--- src/rtl/hpdmc_rdcapture.sv ---
// hpdmc_rdcapture: DDR read-data capture with CAS-latency delay line, burst window and FWFT output FIFO.
// Ports: sys_clk/sys_rst_n clock and async active-low reset; cas_latency/rd_issue schedule a capture;
// iddr_q0/iddr_q1 IDDR halves; out_data/out_valid/out_ready/out_last FIFO head handshake;
// busy activity flag; overflow/collision sticky errors cleared by err_clr.
module hpdmc_rdcapture #(
  parameter int BURST_WORDS = 4,
  parameter int FIFO_DEPTH  = 8
) (
  input  logic        sys_clk,
  input  logic        sys_rst_n,
  input  logic [2:0]  cas_latency,
  input  logic        rd_issue,
  input  logic [15:0] iddr_q0,
  input  logic [15:0] iddr_q1,
  output logic [31:0] out_data,
  output logic        out_valid,
  input  logic        out_ready,
  output logic        out_last,
  output logic        busy,
  output logic        overflow,
  output logic        collision,
  input  logic        err_clr
);
  localparam int AW = (FIFO_DEPTH > 1) ? $clog2(FIFO_DEPTH) : 1;
  localparam int CW = $clog2(FIFO_DEPTH + 1);
  localparam int NW = $clog2(BURST_WORDS + 1);
  logic [6:0]    r_dly;
  logic [NW-1:0] r_cnt;
  logic [AW-1:0] r_wptr, r_rptr;
  logic [CW-1:0] r_count;
  logic          r_ovf, r_coll;
  logic [32:0]   r_mem [FIFO_DEPTH];
  logic [2:0]    w_lat;
  logic          w_cap, w_win, w_last_tag, w_coll, w_pop, w_full, w_wr, w_ovf;
  logic [NW-1:0] w_rem;
  always_comb begin
    w_lat      = (cas_latency < 3'd2) ? 3'd2 : cas_latency;
    // r_dly[k] holds rd_issue from k+1 cycles ago, so tap L-1 fires L cycles after the issue
    w_cap      = r_dly[w_lat - 3'd1];
    // words remaining in the window including the current cycle
    w_rem      = w_cap ? NW'(BURST_WORDS) : r_cnt;
    w_win      = w_rem != '0;
    w_last_tag = w_rem == NW'(1);
    w_coll     = w_cap & (r_cnt != '0);
    w_pop      = out_valid & out_ready;
    w_full     = r_count == CW'(FIFO_DEPTH);
    // a full FIFO still accepts a push when the head leaves in the same cycle
    w_wr       = w_win & (~w_full | w_pop);
    w_ovf      = w_win & w_full & ~w_pop;
  end
  always_ff @(posedge sys_clk or negedge sys_rst_n) begin
    if (!sys_rst_n) begin
      r_dly   <= '0;
      r_cnt   <= '0;
      r_wptr  <= '0;
      r_rptr  <= '0;
      r_count <= '0;
      r_ovf   <= 1'b0;
      r_coll  <= 1'b0;
    end else begin
      r_dly   <= {r_dly[5:0], rd_issue};
      r_cnt   <= w_win ? w_rem - NW'(1) : '0;
      r_wptr  <= w_wr ? ((r_wptr == AW'(FIFO_DEPTH - 1)) ? '0 : r_wptr + AW'(1)) : r_wptr;
      r_rptr  <= w_pop ? ((r_rptr == AW'(FIFO_DEPTH - 1)) ? '0 : r_rptr + AW'(1)) : r_rptr;
      r_count <= r_count + CW'(w_wr) - CW'(w_pop);
      // a new error event outranks a simultaneous clear
      r_ovf   <= w_ovf | (r_ovf & ~err_clr);
      r_coll  <= w_coll | (r_coll & ~err_clr);
    end
  end
  always_ff @(posedge sys_clk) begin
    if (w_wr) r_mem[r_wptr] <= {w_last_tag, iddr_q1, iddr_q0};
  end
  // storage is not reset, so the head is masked to zero whenever the FIFO is empty
  assign out_valid            = r_count != '0;
  assign {out_last, out_data} = out_valid ? r_mem[r_rptr] : 33'd0;
  assign busy                 = (|r_dly) | (r_cnt != '0) | out_valid;
  assign overflow             = r_ovf;
  assign collision            = r_coll;
endmodule

--- config.mk ---
export PLATFORM = sky130hd
export DESIGN_NAME = hpdmc_rdcapture
export DESIGN_NICKNAME = d
export VERILOG_FILES = /design/src/rtl/hpdmc_rdcapture.sv
export SDC_FILE = /design/constraint.sdc
export NUM_CORES = 1
export LEC_CHECK = 0
export ABC_AREA = 1
export ABC_CLOCK_PERIOD_IN_PS = 7350
export BUFFER_PORTS_ARGS = -buffer_cell sky130_fd_sc_hd__buf_2
export CAP_MARGIN = 0
export CORE_MARGIN = 5
export CORE_UTILIZATION = 65
export DETAILED_ROUTE_END_ITERATION = 7
export PLACE_DENSITY = 0.85
export SYNTH_ARGS = -nofsm -noshare
export SYNTH_HDL_FRONTEND = slang
export SYNTH_SLANG_ARGS = --single-unit
--- constraint.sdc ---
create_clock -name sys_clk -period 7.35 [get_ports sys_clk]
set_input_delay 0.3675 -clock sys_clk [delete_from_list [all_inputs] [get_ports sys_clk]]
set_output_delay 0.3675 -clock sys_clk [all_outputs]
set_load 0.01 [all_outputs]
# --- Word-level counts from Yosys, hierarchy flattened ---
# Memory sizes are Yosys's and may differ from the RTL's.
# Index checks and enable logic that the tools add are counted.
totals:
  output_inout_bits: 37
  elab_cells: 49
  mem_count: 1
  ramBits: 264
  ff_bits: 22
  inputBits: 40
classes:
  n_eq_ne: 4
  n_addsub: 6
  n_mux: 10
  n_lt_le_gt_ge: 2
  reduce_logical: 4
  n_bitwise: 15
mem_list:
  columns: ["memory", "depth", "word_bits", "read_ports", "rd_ports_with_merged_regs", "write_ports", "line_no", "rtl"]
  rows:
  - ["r_mem", 8, 33, 1, 0, 1, "32", "logic [32:0] r_mem [FIFO_DEPTH];"]
op_table:
  columns: ["op", "count"]
  rows:
  - ["2-to-1 mux 33 bit", 1]
  - ["2-to-1 mux 3 bit", 5]
  - ["AND 1 bit", 7]
  - ["OR reduction 7 bit", 1]
  - ["adder 3 x 1 -> 3 bit (second input constant)", 2]
  - ["equality test 3 bit (second input constant)", 2]
  - ["nonzero test 3 bit", 2]
  - ["subtractor 3 x 1 -> 3 bit (second input constant)", 2]
  - ["OR 1 bit", 5]
  - ["adder 4 x 1 -> 4 bit", 1]
  - ["equality test 4 bit (second input constant)", 1]
  - ["< comparator 3 x 4 -> 1 bit (second input constant)", 1]
  - ["nonzero test 4 bit", 1]
  - ["subtractor 4 x 1 -> 4 bit", 1]
  - ["binary-select mux 1 bit (select 3 bit)", 1]
  - ["equality test 3 x 1 -> 1 bit (second input constant)", 1]
  - ["< comparator 3 x 2 -> 1 bit (second input constant)", 1]
  - ["2-to-1 mux 1 bit", 3]
  - ["inverter 1 bit", 3]

# --- Logic depth before layout (Yosys ltp) ---
logic_depth:
  ltp_word: 10
  depth_mapped: 17
  depth_no_buf: 17

# --- Worst setup path before layout ---
# Ideal clock, no wire load.
synth_timing:
  path_kind: "input -> register"
  from: "in cas_latency[1]"
  to: "mem r_mem[0][0] (enable)"
  n_path_buf: 0
  t_arrival_ns: 2.822
  cell_stages: 12
  setup_ns: 0.423
  slack_ns: 4.105
  t_required_ns: 6.927
  cell_sequence: "inv_1 nand2_1 nand3_1 nand2_1 nand2_1 nand2_1 nand2_1 inv_1 ha_1 a21oi_4 nand2_1 nor2_1"
synth_via:
  elab_chain_len: 10
synth_lines:
  columns: ["item", "line_no", "rtl"]
  rows:
  - ["start, declared", "11", "input logic [2:0] cas_latency,"]
  - ["< comparator 3 x 2 -> 1 bit", "37", "w_lat = (cas_latency < 3'd2) ? 3'd2 : cas_latency;"]
  - ["2-to-1 mux 3 bit (*)", "37", null]
  - ["subtractor 3 x 1 -> 3 bit (*)", "39", "w_cap = r_dly[w_lat - 3'd1];"]
  - ["binary-select mux 1 bit (select 3 bit) (*)", "39", null]
  - ["2-to-1 mux 1 bit (implied by the code) (*)", "39", null]
  - ["2-to-1 mux 3 bit (*)", "41", "w_rem = w_cap ? NW'(BURST_WORDS) : r_cnt;"]
  - ["nonzero test 3 bit (*)", "42", "w_win = w_rem != '0;"]
  - ["AND 1 bit (*)", "48", "w_wr = w_win & (~w_full | w_pop);"]
  - ["2-to-1 mux 1 bit (*)", "72", "if (w_wr) r_mem[r_wptr] <= {w_last_tag, iddr_q1, iddr_q0};"]
  - ["2-to-1 mux 1 bit (implied by the code) (*)", "72", null]
  - ["end, declared", "32", null]
# Every way passes the cells marked *; elsewhere a longest branch is shown, timed or not. The select of a mux whose other input is x is not followed.

# --- Worst setup path in the final report ---
layout_timing:
  from: "reg r_rptr[1]"
  to: "out out_data[26]"
layout_via:
  elab_chain_len: 2
layout_lines:
  columns: ["item", "line_no", "rtl"]
  rows:
  - ["start, declared", "29", "logic [AW-1:0] r_wptr, r_rptr;"]
  - ["start signal, assigned", "64", "r_rptr <= w_pop ? ((r_rptr == AW'(FIFO_DEPTH - 1)) ? '0 : r_rptr + AW'(1)) : r_rptr;"]
  - ["memory (8 x 33 bit)", null, null]
  - ["2-to-1 mux 33 bit", "76", "assign {out_last, out_data} = out_valid ? r_mem[r_rptr] : 33'd0;"]
  - ["end, declared", "15", "output logic [31:0] out_data,"]
# Every way passes these cells.

==> results.sh <==
export IMPL_status="finished clean"
export IMPL_dr_pass1_iters=6
export IMPL_rsz0062_at_grt="no"
export IMPL_die_area_mm2=0.02044
export IMPL_yosysUniqueCellTypes=28
export IMPL_fin_crit_ns=3.716
export IMPL_fp_dieH_um=143.0
export IMPL_h_tree_depth=1
export IMPL_cts_tree="yes"
export IMPL_multi_input_area_mm2=0.002649
export IMPL_p_leak_nw=4.563
export IMPL_finalHoldViolCount=0
export IMPL_grt_max_degree=102
export IMPL_syn_nets=959
export IMPL_start_util=0.6643
export IMPL_synth_commonest_cells="264 x edfxtp_1, 244 x nor2_1, 112 x o21ai_0"
export IMPL_route_vias_total=7194
export IMPL_yosysTopAreaCellShare=0.6900
export IMPL_gp_congestion=0.7623
export IMPL_internal_power_w=0.003426
export IMPL_core_mm2=0.01730
export IMPL_clkTransAtPathRegs_ns=0.06
export IMPL_first_global_vias=7104
export IMPL_hold_path_class="in2reg"
export IMPL_numCtsBuffers=27
export IMPL_cp_common_cell="nor2_1"
export IMPL_routedWlPerCell_um=19.00
export IMPL_yosysWarnings=0
export IMPL_fin_skew_ns=0.01525
export IMPL_drv_slew=0
export IMPL_grt_pass1_wl_um=35900
export IMPL_arrival_ns=3.35
export IMPL_seq_power_share=0.434
export IMPL_syn_cell_area_mm2=0.01149
export IMPL_syn_area_per_cell_um2=12.67
export IMPL_antenna_found_initial=1
export IMPL_synth_edf_count=264
export IMPL_fin_setup_tns_ns=0
export IMPL_cp_max_fo=101
export IMPL_required_ns=6.98
export IMPL_max_slew_margin=0.1901
export IMPL_drive_gt1_frac=0.1305
export IMPL_cp_cell_sequence="buf_4 > inv_1 > o21ai_0 > o22ai_1 > nor2_1 > nor2_1 > buf_2"
export IMPL_cts_max_path_buffers=3
export IMPL_swShare=0.3649
export IMPL_synthFlopType="edfxtp_1"
export IMPL_io_buffers=76
export IMPL_via_per_inst=5.960
export IMPL_die_w_um=143.0
export IMPL_ir_drop_mv=0.2761
export IMPL_synth_seq_cells=286
export IMPL_worstPathBufferInverterCount=3
export IMPL_area_growth_pct=10.51
export IMPL_drtAntennaViolNets=0
export IMPL_cpPeakStageDelay_ns=0.87
export IMPL_ys_seq_area_frac=0.7379
export IMPL_hpwl_um=12290
export IMPL_io_pins=77
export IMPL_p_per_area_mw_per_mm2=424.8
export IMPL_tightest_slew_ns=1.214
export IMPL_fmax_mhz=269.1
export IMPL_maxCapViolCount=0
export IMPL_nets=1017
export IMPL_clkPwrFrac=0.225
export IMPL_switchingPower_w=0.001968
export IMPL_netlist_instances=907
export IMPL_grt_usage=0.2249
export IMPL_rows=48
export IMPL_grt_ovfl_total=0
export IMPL_period_share=0.5056
export IMPL_drt_iter0_drc=740
export IMPL_synth_most_common_cell="edfxtp_1"
export IMPL_yosysTopAreaCell="edfxtp_1"
export IMPL_startpoint_type="flip-flop"
export IMPL_register_area_mm2=0.008484
export IMPL_root_buffer="clkbuf_16"
export IMPL_critPathCaptureType="primary output"
export IMPL_slowest_stage="inv_1"
export IMPL_drt_wl_total_um=22930
export IMPL_power_frac_comb=0.341
export IMPL_path_delay_family="buffers and inverters"
export IMPL_final_core_util=0.7341
export IMPL_cts_sinks=286
export IMPL_async_reset_ff_frac=0.07692
export IMPL_drc=0
export IMPL_synth_top_cells_by_area="edfxtp_1 69%, nor2_1 8.0%, o21ai_0 4.9%, dfrtp_1 4.8%, o211ai_1 2.2%"
export IMPL_criticalPathCategory="reg2out"
export IMPL_fill_cells=1079
export IMPL_setup_viol=0
export IMPL_clk_latency_ns=0.53
-- per-layer routing --
layer	GRT usage	part of all wire	vias up
met1	0.2916	0.39	3464
met5	0	0	-
met2	0.3823	0.50	309
met3	0.03650	0.076	56
li1	-	-	3365
met4	0.09405	0.027	0
-- cell type report --
type                    instances  area share
multi-input cells             543      0.2086
inverters                      25    0.007588
repair buffers                 82     0.03390
well taps                     225     0.02217
flip-flops and latches        286      0.6682
clock inverters                11    0.004040
clock buffers                  34     0.05528
diodes                          1   0.0001971
-- power groups by stage --
stage,registers [W],clock network [W],logic (W)
global placement,0.00235,0,0.00176
finish,0.00234,0.00121,0.00184
global route,0.00237,0.00129,0.00206
CTS,0.00234,0.00123,0.00186
detailed placement,0.00237,0,0.00183
floorplan,0.00229,0,0.00135
-- metrics by stage --
stage / setup WS (ns) / area (µm²) / std cells / hold WS [ns] / total power, W
final: 3.634 / 12700 / 1207 / 0.05737 / 0.005394
after floorplan: 4.105 / 11490 / 907 / 0.07191 / 0.003639
after global placement: 4.094 / 11920 / 1159 / 0.3517 / 0.004111
after global routing: 3.447 / 12700 / 1207 / 0.05913 / 0.005715
after CTS: 3.660 / 12690 / 1206 / 0.04428 / 0.005425
after detailed placement: 3.938 / 11920 / 1159 / 0.3576 / 0.004205
-- state kept, by name (all words and copies together), names as in the netlist --
name and flops:
r_mem 264, r_rptr 3, r_dly 7, r_wptr 3, overflow 1, r_count 4, collision 1, r_cnt 3
-- cells in the final DEF (no fill, tap or decap) --
cell and n:
nand3_1 10, nand3_2 1, clkbuf_1 7, inv_4 1, inv_6 1, clkbuf_16 27
inv_2 1, buf_2 76, o211ai_1 33, nor2_4 8, buf_4 4, nor2_1 236
a21oi_1 2, o22ai_1 34, xnor2_1 2, nor3_1 2, dfrtp_2 2, nor3b_1 1
dfrtp_4 1, a21oi_4 1, dlygate4sd3_1 2, ha_1 11, nand2_2 1, fa_1 1
clkinv_2 4, inv_1 23, edfxtp_1 264, o21ai_1 27, clkinv_1 6, dfrtp_1 19
nor4_1 1, nand2_1 60, o21ai_0 112, diode_2 1
-- final timing paths --
kind / startpoint / endpoint / slack [ns] / cells after the start
max: r_rptr[1]$_DFFE_PN0N_ / out_data[26] / 3.63 / 7
min: err_clr / overflow$_DFF_PN0_ / 0.06 / 2
max reg2reg: r_count[2]$_DFF_PN0_ / r_mem[3][12]$_DFFE_PP_ / 3.88 / 7
min reg2reg: r_dly[0]$_DFF_PN0_ / r_dly[1]$_DFF_PN0_ / 0.39 / 0
max in group asynchronous: sys_rst_n / r_rptr[0]$_DFFE_PN0N_ / 6.64 / 2
min in group asynchronous: sys_rst_n / r_count[2]$_DFF_PN0_ / 0.34 / 2
-- kinds of logic (layout without fill, tap and decap cells) --
group                      after synthesis  after routing  synth area share
adders and majority gates               12             12           0.01372
buffers and inverters                   78            152           0.03681
other                                    0              1                 0
and+or+nand+nor                        320            320            0.1072
DFF                                    286            286            0.7379
AOI/OAI and AO/OA                      209            209            0.1029
xor gates and xnor gates                 2              2          0.001525
-- timing repair --
item | in CTS | in global routing
hold buffers | 2 | 0
endpoints found under the hold margin | 23 | 0
gates resized for setup | 0 | 0
buffers inserted | 0 | 0
-- worst register-to-register path: cells and delay by family (launching register included) --
family,cells,cell delay (ns)
simple gates,4,2.16
flops,1,0.32
compound gates,1,0.30
fa+ha+maj,1,0.22
buf+inv,1,0.06
Power figures use the tool's default switching activity.
